<file path="config.mk">
export PLATFORM = sky130hd
export DESIGN_NAME = mult_seq_16b
export DESIGN_NICKNAME = d
export VERILOG_FILES = /design/src/rtl/mult_seq_16b.sv
export SDC_FILE = /design/constraint.sdc
export NUM_CORES = 1
export LEC_CHECK = 0
export ABC_AREA = 1
export CAP_MARGIN = 10
export CELL_PAD_IN_SITES_DETAIL_PLACEMENT = 0
export CELL_PAD_IN_SITES_GLOBAL_PLACEMENT = 2
export CORE_UTILIZATION = 27
export DETAILED_ROUTE_END_ITERATION = 16
export PLACE_DENSITY_LB_ADDON = 0.1
export SLEW_MARGIN = 20
export SYNTH_ARGS = -nofsm -noshare
export SYNTH_HDL_FRONTEND = slang
export SYNTH_SLANG_ARGS = --single-unit
</file>
<file path="constraint.sdc">
create_clock -name clk -period 3.2 [get_ports clk]
set_input_delay 0.96 -clock clk [delete_from_list [all_inputs] [get_ports clk]]
set_output_delay 0.96 -clock clk [all_outputs]
set_load 0.05 [all_outputs]
</file>
<file path="src/rtl/mult_seq_16b.sv">
// ============================================================================
// Module   : mult_seq_16b (with internal cla_16b adder)
// Brief    : 16x16 unsigned shift-add multiplier, one adder pass per cycle.
//            Optional early termination when MULT_EARLY_TERM_EN is defined.
// Revision : 1.0 - initial release
// ============================================================================
`default_nettype none

module cla_16b (
  input  logic [15:0] a,
  input  logic [15:0] b,
  input  logic        cin,
  output logic [15:0] sum,
  output logic        cout,
  output logic        pout,
  output logic        gout
);
  logic [15:0] p;
  logic [15:0] g;
  logic [15:0] c;
  logic [3:0]  grp_p;
  logic [3:0]  grp_g;
  logic [4:0]  grp_c;

  always_comb begin
    p = a ^ b;
    g = a & b;
    for (int k = 0; k < 4; k++) begin
      grp_p[k] = &p[4*k +: 4];
      grp_g[k] = g[4*k+3]
               | (p[4*k+3] & g[4*k+2])
               | (p[4*k+3] & p[4*k+2] & g[4*k+1])
               | (p[4*k+3] & p[4*k+2] & p[4*k+1] & g[4*k]);
    end
    // Second-level lookahead across the four nibble groups
    grp_c[0] = cin;
    grp_c[1] = grp_g[0] | (grp_p[0] & cin);
    grp_c[2] = grp_g[1] | (grp_p[1] & grp_g[0]) | (grp_p[1] & grp_p[0] & cin);
    grp_c[3] = grp_g[2] | (grp_p[2] & grp_g[1]) | (grp_p[2] & grp_p[1] & grp_g[0])
             | (grp_p[2] & grp_p[1] & grp_p[0] & cin);
    grp_c[4] = grp_g[3] | (grp_p[3] & grp_g[2]) | (grp_p[3] & grp_p[2] & grp_g[1])
             | (grp_p[3] & grp_p[2] & grp_p[1] & grp_g[0])
             | (grp_p[3] & grp_p[2] & grp_p[1] & grp_p[0] & cin);
    for (int k = 0; k < 4; k++) begin
      c[4*k] = grp_c[k];
      for (int j = 1; j < 4; j++) begin
        c[4*k+j] = g[4*k+j-1] | (p[4*k+j-1] & c[4*k+j-1]);
      end
    end
    sum  = p ^ c;
    cout = grp_c[4];
    pout = &grp_p;
    gout = grp_g[3] | (grp_p[3] & grp_g[2]) | (grp_p[3] & grp_p[2] & grp_g[1])
         | (grp_p[3] & grp_p[2] & grp_p[1] & grp_g[0]);
  end
endmodule

module mult_seq_16b (
  input  logic        clk,
  input  logic        rst,
  input  logic        start,
  input  logic [15:0] a,
  input  logic [15:0] b,
  output logic        busy,
  output logic        done,
  output logic [31:0] product
);
  typedef enum logic [1:0] {
    ST_IDLE = 2'd0,
    ST_RUN  = 2'd1,
    ST_DONE = 2'd2
  } state_t;

  state_t      state_q, state_d;
  logic [15:0] m_q, m_d;
  logic [15:0] hi_q, hi_d;
  logic [15:0] lo_q, lo_d;
  logic [4:0]  cnt_q, cnt_d;

  logic [15:0] add_b;
  logic [15:0] add_sum;
  logic        add_cout;
  logic        adder_unused_p;
  logic        adder_unused_g;

  assign add_b = lo_q[0] ? m_q : 16'h0000;

  cla_16b u_cla (
    .a    (hi_q),
    .b    (add_b),
    .cin  (1'b0),
    .sum  (add_sum),
    .cout (add_cout),
    .pout (adder_unused_p),
    .gout (adder_unused_g)
  );

`ifdef MULT_EARLY_TERM_EN
  // Multiplier bits not yet consumed sit in lo_q[15-cnt:1]; once they are
  // all zero the remaining iterations would only shift, so do them at once.
  logic [14:0] rem_bits;
  logic [4:0]  rem_shift;
  logic [31:0] early_prod;

  always_comb begin
    rem_bits   = lo_q[15:1] & (15'h7FFF >> cnt_q);
    rem_shift  = 5'd15 - cnt_q;
    early_prod = {add_cout, add_sum, lo_q[15:1]} >> rem_shift;
  end
`endif

  always_comb begin
    state_d = state_q;
    m_d     = m_q;
    hi_d    = hi_q;
    lo_d    = lo_q;
    cnt_d   = cnt_q;
    unique case (state_q)
      ST_IDLE: begin
        if (start) begin
          m_d     = a;
          hi_d    = 16'h0000;
          lo_d    = b;
          cnt_d   = 5'd0;
          state_d = ST_RUN;
        end
      end
      ST_RUN: begin
        hi_d  = {add_cout, add_sum[15:1]};
        lo_d  = {add_sum[0], lo_q[15:1]};
        cnt_d = cnt_q + 5'd1;
`ifdef MULT_EARLY_TERM_EN
        if (rem_bits == 15'h0000) begin
          hi_d    = early_prod[31:16];
          lo_d    = early_prod[15:0];
          state_d = ST_DONE;
        end
`else
        if (cnt_q == 5'd15) begin
          state_d = ST_DONE;
        end
`endif
      end
      ST_DONE: state_d = ST_IDLE;
      default: state_d = ST_IDLE;
    endcase
  end

  always_ff @(posedge clk or posedge rst) begin
    if (rst) begin
      state_q <= ST_IDLE;
      m_q     <= 16'h0000;
      hi_q    <= 16'h0000;
      lo_q    <= 16'h0000;
      cnt_q   <= 5'd0;
    end else begin
      state_q <= state_d;
      m_q     <= m_d;
      hi_q    <= hi_d;
      lo_q    <= lo_d;
      cnt_q   <= cnt_d;
    end
  end

  assign busy    = (state_q == ST_RUN);
  assign done    = (state_q == ST_DONE);
  assign product = {hi_q, lo_q};
endmodule

`default_nettype wire
</file>
==> impl_metrics.json, run 1 <==
{
  "ys_ff_latch": 55,
  "yosys.area_share.simple": 0.194,
  "antenna_cells": 0,
  "tightest_slew_ps": 565,
  "skew_ps": 12.8,
  "nets": 478,
  "drtIter0Drc": 70,
  "area.growth.synth_to_final_pct": 35.3,
  "drc": 0,
  "hpwl_mm": 5.45,
  "grt_pass1_vias": 2512,
  "yosys.area.top_type": "dfrtp_1",
  "worstReg2RegEnd": "hi_q[13]",
  "wl_met2_mm": 3.80,
  "ys_seq_area_frac": 0.458,
  "wl_met3_um": 381,
  "period_share": 0.963,
  "htree_num_levels": 2,
  "startpoint_type": "flop",
  "synth_top_area_share": 0.458,
  "synth_mux_area_frac": 0,
  "cpPeakStageDelay_ps": 590,
  "port_buffers": 68,
  "wl_per_cell_um": 14.3,
  "cts-root-buf": "clkbuf_8",
  "grt_pass1_wl_mm": 12.7,
  "drv_cap": 0,
  "worstPathMaxFanout": 8,
  "stdcell_count": 555,
  "final_max_slew_viol_count": 0,
  "clk_latency_ps": 320,
  "path_clk_slew_ps": 120,
  "async_reset_ff_frac": 1.00,
  "synth.most_common_cell": "nand2_1",
  "whs_ps": 486,
  "setup_tns_ps": 0,
  "pwr-share-clk": 0.122,
  "min_from": "m_q[15]",
  "powerDensity_nw_per_um2": 999,
  "status": "finished clean",
  "vias": 2448,
  "yosys_warnings": 0,
  "fp.dieH_um": 108,
  "top_layer": "met4",
  "hold_end": "m_q[15]",
  "synthesis.area_um2": 3010,
  "num_rows": 38,
  "crit_type": "flop to flop",
  "seq_power_share": 0.316,
  "cts_hold_buf": 0,
  "placed_cells": 542,
  "clk_path_buf_depth": 2,
  "internal_power_w": 0.00209,
  "end_kind": "flop",
  "crit_path_cell_trace": "buf_4 -> buf_4 -> nand2_1 -> inv_1 -> ha_1 -> nand3_2 -> nor2_4 -> nor2_2 -> fa_2 -> fa_2 -> fa_2 -> o22ai_1",
  "crit_arrival_ps": 3280,
  "ir_drop_uv": 436,
  "period_minus_slack_ps": 3080,
  "hold_path_class": "flop to flop",
  "required_ps": 3390,
  "overflow": 0,
  "wl_met1_mm": 3.68,
  "drt_wl_total_mm": 7.94,
  "antenna_left": 0,
  "synth.distinct_cells": 23,
  "num_io_pins": 69,
  "crit_slowest_cell": "dfrtp_4",
  "synth_common_cells": "nand2_1, dfrtp_1, inv_1",
  "synthAdderAreaFrac": 0.148,
  "r2r_setup_slack_ps": 120,
  "final_util": 0.375,
  "r2r_cells": 12,
  "synth_nets": 408,
  "clock_sinks": 55,
  "dr.pass1.iters": 5,
  "syn_area_per_cell_um2": 8.74,
  "p_sw_frac": 0.486,
  "drive_gt1_frac": 0.113,
  "syn_inst": 344,
  "die_area_um2": 11600,
  "synth_top_family_by_area": "simple AND/OR/NAND/NOR gates",
  "tritoncts": "done",
  "die_width_um": 108,
  "setup_viol": 0,
  "coreArea_um2": 10800,
  "antenna_found_initial": 0,
  "r2r-start": "lo_q[0]",
  "synth-xor-area-share": 0.0146,
  "hold_violations": 0,
  "numCtsBuffers": 5,
  "hold_depth": 2,
  "vias_per_cell": 4.41,
  "p_leak_nw": 1.95,
  "initial_core_util": 0.277,
  "gp_congestion": 0.755,
  "switchingPower_w": 0.00197,
  "synth-edff-count": 0,
  "comb_power_share": 0.562,
  "fmaxAchievable_ghz": 0.325,
  "ys_top_cells_by_area": "dfrtp_1, nand2_1, ha_1, fa_1, inv_1",
  "max_slew_margin": 0.622,
  "synth_flop_cell": "dfrtp_1",
  "grt_start_max_net_pins": 37,
  "cpMostUsedCell": "fa_2",
  "track_usage": 0.143,
  "synth_compound_area_frac": 0.0858
}
## sequential cells by signal, indices dropped and copies added (netlist names)
register / count
hi_q: 16
lo_q: 16
m_q: 16
cnt_q: 5
state_q: 2
## placed cells by master (no fill, tap or decap), types with 2 or more instances in the layout
cell type	count
a21oi_1	5
buf_4	7
clkbuf_8	5
clkdlybuf4s50_1	67
dfrtp_1	54
fa_1	8
fa_2	3
ha_1	15
ha_4	3
inv_1	49
inv_2	6
nand2_1	106
nand2_2	8
nand2_4	4
nand3_1	7
nand3_2	2
nor2_1	16
nor2_4	2
o211ai_1	8
o21ai_0	2
o21ai_1	5
o221ai_1	4
o22ai_1	15
xor2_1	5
## cell families after synthesis
kind of cell             Yosys count
flip-flops                        55
XOR/XNOR                           5
adder cells (fa/ha/maj)           29
AO/OA/AOI/OAI                     40
AND/OR/NAND/NOR                  147
buffers and inverters             68
## worst max-delay path by stage
stage	from	endpoint	slack, ps	cells past startpoint
after global placement	lo_q[0]	hi_q[14]	150	17
after floorplan	lo_q[0]	hi_q[14]	20	19
after CTS	lo_q[0]	hi_q[14]	20	15
after global routing	lo_q[0]	hi_q[13]	-6	12
after detailed placement	lo_q[0]	hi_q[14]	60	15
final	lo_q[0]	hi_q[13]	120	12
## critical path: cells and delay by family (launching register included)
| kind | cells | cell delay [ps] |
|---|---|---|
| adder cells (fa/ha/maj) | 4 | 1570 |
| AND/OR/NAND/NOR | 4 | 350 |
| flip-flops | 1 | 590 |
| buffers and inverters | 3 | 370 |
| AO/OA/AOI/OAI | 1 | 80 |
## metrics by stage
step | cell area, µm² | setup slack (ps) | total power [W]
finish | 4070 | 119 | 0.00406
global route | 4070 | -6.45 | 0.00439
CTS | 3920 | 24.9 | 0.00395
detailed placement | 3800 | 58.2 | 0.00344
global placement | 3800 | 148 | 0.00345
floorplan | 3010 | 17.7 | 0.00276
## power by group through the flow
stage | logic [W] | registers, W | clock network, W
floorplan | 0.000956 | 0.00181 | 0
global placement | 0.00217 | 0.00129 | 0
detailed placement | 0.00216 | 0.00129 | 0
CTS | 0.00217 | 0.00127 | 0.000507
global route | 0.00252 | 0.00133 | 0.000539
finish | 0.00228 | 0.00128 | 0.000496
## routing by layer
metal | global-route usage | up-vias
met5 | 0 | -
li1 | - | 1212
met3 | 0.0363 | 7
met1 | 0.186 | 1184
met4 | 0.0401 | 0
met2 | 0.235 | 45
## final cells by class
cell class	instances	area (µm²)
Inverter	55	206
Timing Repair Buffer	76	758
Clock buffer	5	68.8
Multi-Input combinational cell	221	1430
Sequential cell	55	1380
Clock inverter	3	43.8
Tap cell	140	175
Fill cell	1164	6770
## repair_timing
action | 4_1_cts | 5_1_grt
setup buffers | 0 | 5
hold endpoints to repair | 0 | 0
endpoints found under the setup margin | 0 | 4
resized for setup | 0 | 28
No activity file was read; power rests on OpenSTA's default activity.
==> inputs of run 2 (changes only) <==
--- a/config.mk
+++ b/config.mk
@@ -9,6 +9,7 @@
 export CAP_MARGIN = 10
 export CELL_PAD_IN_SITES_DETAIL_PLACEMENT = 0
 export CELL_PAD_IN_SITES_GLOBAL_PLACEMENT = 2
+export CORE_MARGIN = 2
 export CORE_UTILIZATION = 27
 export DETAILED_ROUTE_END_ITERATION = 16
 export PLACE_DENSITY_LB_ADDON = 0.1
==> impl_metrics.json, run 2 (same netlist as run 1, synthesis figures left out) <==
{
  "status": "finished clean",
  "area.growth.synth_to_final_pct": 32.9,
  "final_common_cell": "nand2_1",
  "die_area_um2": 12000,
  "numCtsBuffers": 5,
  "endpoint": "hi_q[13]",
  "crit_arrival_ps": 3180,
  "end_kind": "flop",
  "placed_cells": 545,
  "r2r-start": "lo_q[0]",
  "fp.dieH_um": 110,
  "tritoncts": "done",
  "clock_sinks": 55,
  "hold_path_class": "flop to flop",
  "period_share": 0.937,
  "fillers": 1153,
  "drt_wl_total_mm": 7.92,
  "hold_violations": 0,
  "track_usage": 0.144,
  "antenna_left": 0,
  "r2r_cells": 15,
  "startpoint_type": "flop",
  "final_max_slew_viol_count": 0,
  "num_rows": 38,
  "drive_gt1_frac": 0.0769,
  "drtIter0Drc": 79,
  "clk_latency_ps": 310,
  "initial_core_util": 0.277,
  "drv_cap": 0,
  "p_leak_nw": 1.93,
  "num_io_pins": 69,
  "stdcell_count": 556,
  "worstPathMaxFanout": 5,
  "crit_type": "flop to flop",
  "path_clk_slew_ps": 100,
  "antenna_found_initial": 0,
  "vias_per_cell": 4.35,
  "placedInstanceArea_um2": 3830,
  "die_width_um": 110,
  "cts-root-buf": "clkbuf_8",
  "period_minus_slack_ps": 3000,
  "vias": 2419,
  "setup.worst_path.start": "lo_q[0]",
  "port_buffers": 68,
  "max_slew_margin": 0.637,
  "grt_pass1_vias": 2580,
  "skew_ps": 3.34,
  "gp_congestion": 0.772,
  "r2r_setup_slack_ps": 200,
  "ir_drop_uv": 491,
  "multiInputGateArea_um2": 1340,
  "overflow": 0,
  "largestRegisters": "hi_q (16), lo_q (16), m_q (16)",
  "seq_area_um2": 1380,
  "powerDensity_nw_per_um2": 992,
  "tightest_slew_ps": 543,
  "clk_path_buf_depth": 2,
  "grt_pass1_wl_mm": 13.0,
  "nets": 479,
  "grt_start_max_net_pins": 32,
  "htree_num_levels": 2,
  "worstReg2RegEnd": "hi_q[13]",
  "fmaxAchievable_ghz": 0.334,
  "setup_viol": 0,
  "hold_depth": 2,
  "layout_common_cells": "nand2_1, clkdlybuf4s50_1, dfrtp_1",
  "cts_hold_buf": 0,
  "dr.pass1.iters": 4,
  "design_area_um2": 3990,
  "coreArea_um2": 10800,
  "drc": 0,
  "hpwl_mm": 5.77,
  "antenna_cells": 0,
  "required_ps": 3390,
  "wl_per_cell_um": 14.2
}
[run 2: cell types whose count changed in the layout (fill, tap and decap cells not counted), sizes merged]
cell,before,now
buf,9,10
clkbuf,5,6
clkinvlp,0,1
clkinv,2,0
[run 2: worst min path at each step]
| stage | slack (ps) | start | to |
|---|---|---|---|
| after floorplan | 440 | m_q[0] | m_q[0] |
| after global placement | 460 | m_q[14] | m_q[14] |
| after detailed placement | 460 | m_q[10] | m_q[10] |
| after CTS | 490 | m_q[10] | m_q[10] |
| after global routing | 510 | m_q[4] | m_q[4] |
| final | 480 | m_q[10] | m_q[10] |
[run 2: area by class of cell]
cell class                 instances  area share
tap                              140      0.0439
clock inverter                     2     0.00940
timing repair buffer              77       0.195
sequential                        55       0.345
clock buffer                       6      0.0182
multi-input combinational        221       0.336
inverter                          55      0.0517
[run 2: critical path: stages (launching register included)]
cell,delay (ps)
dfrtp_2,460
buf_2,170
nand2_1,110
inv_1,50
ha_1,260
nand3_1,80
nor2_1,90
nor2_1,50
nand2_1,80
inv_1,70
nor2_1,80
nor2_1,60
fa_2,340
fa_2,360
fa_2,530
o22ai_1,80
[run 2: per-stage QoR]
| step | total power, W | setup slack, ps | utilization | setup TNS (ps) | hold WS [ps] |
|---|---|---|---|---|---|
| 3_5_place_dp | 0.00347 | 109 | 0.353 | 0 | 460 |
| 5_1_grt | 0.00430 | -13.1 | 0.368 | -24.1 | 513 |
| 6_report | 0.00396 | 202 | 0.368 | 0 | 482 |
| 2_1_floorplan | 0.00276 | 17.7 | - | 0 | 442 |
| 3_3_place_gp | 0.00347 | 172 | 0.353 | 0 | 460 |
| 4_1_cts | 0.00398 | 59.1 | 0.363 | 0 | 486 |
[run 2: timing repair]
item / 4_1_cts / 5_1_grt
resized for setup: 0 / 5
buffers inserted: 0 / 3
setup endpoints to repair: 0 / 3
[run 2: per-layer routing]
metal	track usage	share of wire
met5	0	0
met4	0.0380	0.0064
met3	0.0356	0.045
met2	0.244	0.49
met1	0.182	0.46
[run 2: report_power, final]
group	leakage, nW	internal (W)	switching, W
clock network	0.0514	0.000234	0.000240
registers	0.688	0.00101	0.000235
logic	1.19	0.000817	0.00142
total	1.93	0.00206	0.00190
==> inputs of run 3 (changes only) <==
--- a/config.mk
+++ b/config.mk
@@ -12,7 +12,8 @@
 export CORE_MARGIN = 2
 export CORE_UTILIZATION = 27
 export DETAILED_ROUTE_END_ITERATION = 16
-export PLACE_DENSITY_LB_ADDON = 0.1
+export GPL_TIMING_DRIVEN = 0
+export PLACE_DENSITY = 0.76
 export SLEW_MARGIN = 20
 export SYNTH_ARGS = -nofsm -noshare
 export SYNTH_HDL_FRONTEND = slang
==> impl_metrics.json, run 3 (same netlist as run 1, synthesis figures left out) <==
{
  "status": "finished clean",
  "wl_met1_mm": 3.56,
  "powerDensity_nw_per_um2": 991,
  "wl_met3_um": 480,
  "cts-root-buf": "clkbuf_8",
  "hold_path_class": "flop to flop",
  "setup_ws_ps": 151,
  "die_width_um": 110,
  "r2r-start": "lo_q[0]",
  "drt_wl_total_mm": 8.01,
  "clk_latency_ps": 310,
  "place_ws_ps": -182,
  "drive_gt1_frac": 0.0993,
  "antenna_left": 0,
  "antenna_found_initial": 0,
  "end_kind": "flop",
  "wl_met2_mm": 3.89,
  "power_w": 0.00407,
  "crit_type": "flop to flop",
  "period_minus_slack_ps": 3050,
  "nets": 486,
  "hold_depth": 2,
  "p_leak_nw": 1.97,
  "wl_per_cell_um": 14.2,
  "final_max_slew_viol_count": 0,
  "area.growth.synth_to_final_pct": 36.5,
  "cpMostUsedCell": "nand2_1",
  "worstPathMaxFanout": 6,
  "internal_power_w": 0.00213,
  "period_share": 0.953,
  "clk_path_buf_depth": 2,
  "grt_pass1_vias": 2635,
  "seq_area_um2": 1380,
  "rsz0062_at_grt": "false",
  "antenna_cells": 0,
  "num_rows": 38,
  "num_io_pins": 69,
  "largestRegisters": "hi_q (16), lo_q (16), m_q (16)",
  "crit_slowest_cell": "fa_2",
  "pwr-share-clk": 0.114,
  "final_util": 0.378,
  "switchingPower_w": 0.00194,
  "cpPeakStageDelay_ps": 520,
  "hpwl_mm": 6.09,
  "required_ps": 3390,
  "port_buffers": 68,
  "vias_per_cell": 4.43,
  "tritoncts": "done",
  "track_usage": 0.142,
  "layout_common_cells": "nand2_1, clkdlybuf4s50_1, dfrtp_1",
  "grt_pass1_wl_mm": 13.1,
  "setup_viol": 0,
  "fp.dieH_um": 110,
  "vias": 2495,
  "min_from": "m_q[14]",
  "htree_num_levels": 2,
  "fillers": 1141,
  "clock_sinks": 55,
  "fmaxAchievable_ghz": 0.328,
  "p_sw_frac": 0.477,
  "numCtsBuffers": 5,
  "startpoint_type": "flop",
  "worstReg2RegEnd": "hi_q[13]",
  "hold_end": "m_q[14]",
  "die_area_um2": 12000,
  "drtIter0Drc": 109,
  "drv_cap": 0,
  "skew_ps": 15.8,
  "hold_violations": 0,
  "initial_core_util": 0.277,
  "path_clk_slew_ps": 110,
  "max_slew_margin": 0.649,
  "r2r_cells": 17,
  "grt_start_max_net_pins": 44,
  "gp_congestion": 0.761,
  "drc": 0,
  "final_common_cell": "nand2_1",
  "crit_path_cell_trace": "buf_12 -> nand2_2 -> inv_1 -> ha_1 -> nand2_1 -> nand2_1 -> nand2_1 -> nand2_1 -> nand2_1 -> nand2_2 -> inv_1 -> nor2_1 -> nor2_1 -> fa_2 -> fa_2 -> fa_2 -> o22ai_1",
  "overflow": 0,
  "multiInputGateArea_um2": 1370,
  "coreArea_um2": 10800,
  "ir_drop_uv": 538,
  "comb_power_share": 0.576,
  "design_area_um2": 4100,
  "dr.pass1.iters": 5,
  "r2r_setup_slack_ps": 150,
  "whs_ps": 483,
  "placedInstanceArea_um2": 3890,
  "crit_arrival_ps": 3240,
  "top_layer": "met4",
  "seq_power_share": 0.310,
  "tightest_slew_ps": 525
}
==> run 3: final cells by class <==
type / count / area share
Buffer: 12 / 0.0235
Timing Repair Buffer: 72 / 0.185
Multi-Input combinational cell: 221 / 0.335
Clock inverter: 2 / 0.00915
Tap cell: 140 / 0.0427
Sequential cell: 55 / 0.336
Clock buffer: 6 / 0.0177
Inverter: 55 / 0.0509
==> run 3: worst max path at each step <==
stage | start | to | slack [ps] | cells past startpoint
after global placement | rst | lo_q[0] | -500 | 2
after global routing | lo_q[0] | hi_q[13] | 6 | 17
after detailed placement | lo_q[0] | hi_q[14] | -180 | 19
after floorplan | lo_q[0] | hi_q[14] | 20 | 19
after CTS | lo_q[0] | hi_q[14] | 30 | 18
final | lo_q[0] | hi_q[13] | 150 | 17
==> run 3: power groups by stage <==
| stage | Combinational [W] | Clock (W) | Sequential (W) |
|---|---|---|---|
| 6_report | 0.00234 | 0.000465 | 0.00126 |
| 5_1_grt | 0.00257 | 0.000510 | 0.00131 |
| 4_1_cts | 0.00231 | 0.000483 | 0.00125 |
| 3_5_place_dp | 0.00228 | 0 | 0.00125 |
| 3_3_place_gp | 0.00224 | 0 | 0.00126 |
| 2_1_floorplan | 0.000956 | 0 | 0.00181 |
==> run 3: metal layers <==
layer / up-vias / GRT usage
met1: 1191 / 0.192
met2: 74 / 0.238
li1: 1224 / -
met4: 0 / 0.0335
met5: - / 0
met3: 6 / 0.0261
==> run 3: worst max-delay path: cells and delay by family (launching register included) <==
family | cells | cell delay (ps)
fa+ha+maj | 4 | 1460
simple gates | 9 | 620
flops | 1 | 490
buf+inv | 3 | 260
compound gates | 1 | 80
==> run 3: timing repair <==
action / 4_1_cts / 5_1_grt
cloned: 0 / 1
pin swaps: 0 / 1
setup buffers: 2 / 0
resized for setup: 2 / 10
hold buffers: 0 / 0
endpoints found under the setup margin: 4 / 2
==> run 3: metrics by stage <==
stage / TNS (ps) / cells
2_1_floorplan: 0 / 344
3_3_place_gp: -17550 / 552
3_5_place_dp: -354 / 553
4_1_cts: 0 / 562
5_1_grt: 0 / 563
6_report: 0 / 563
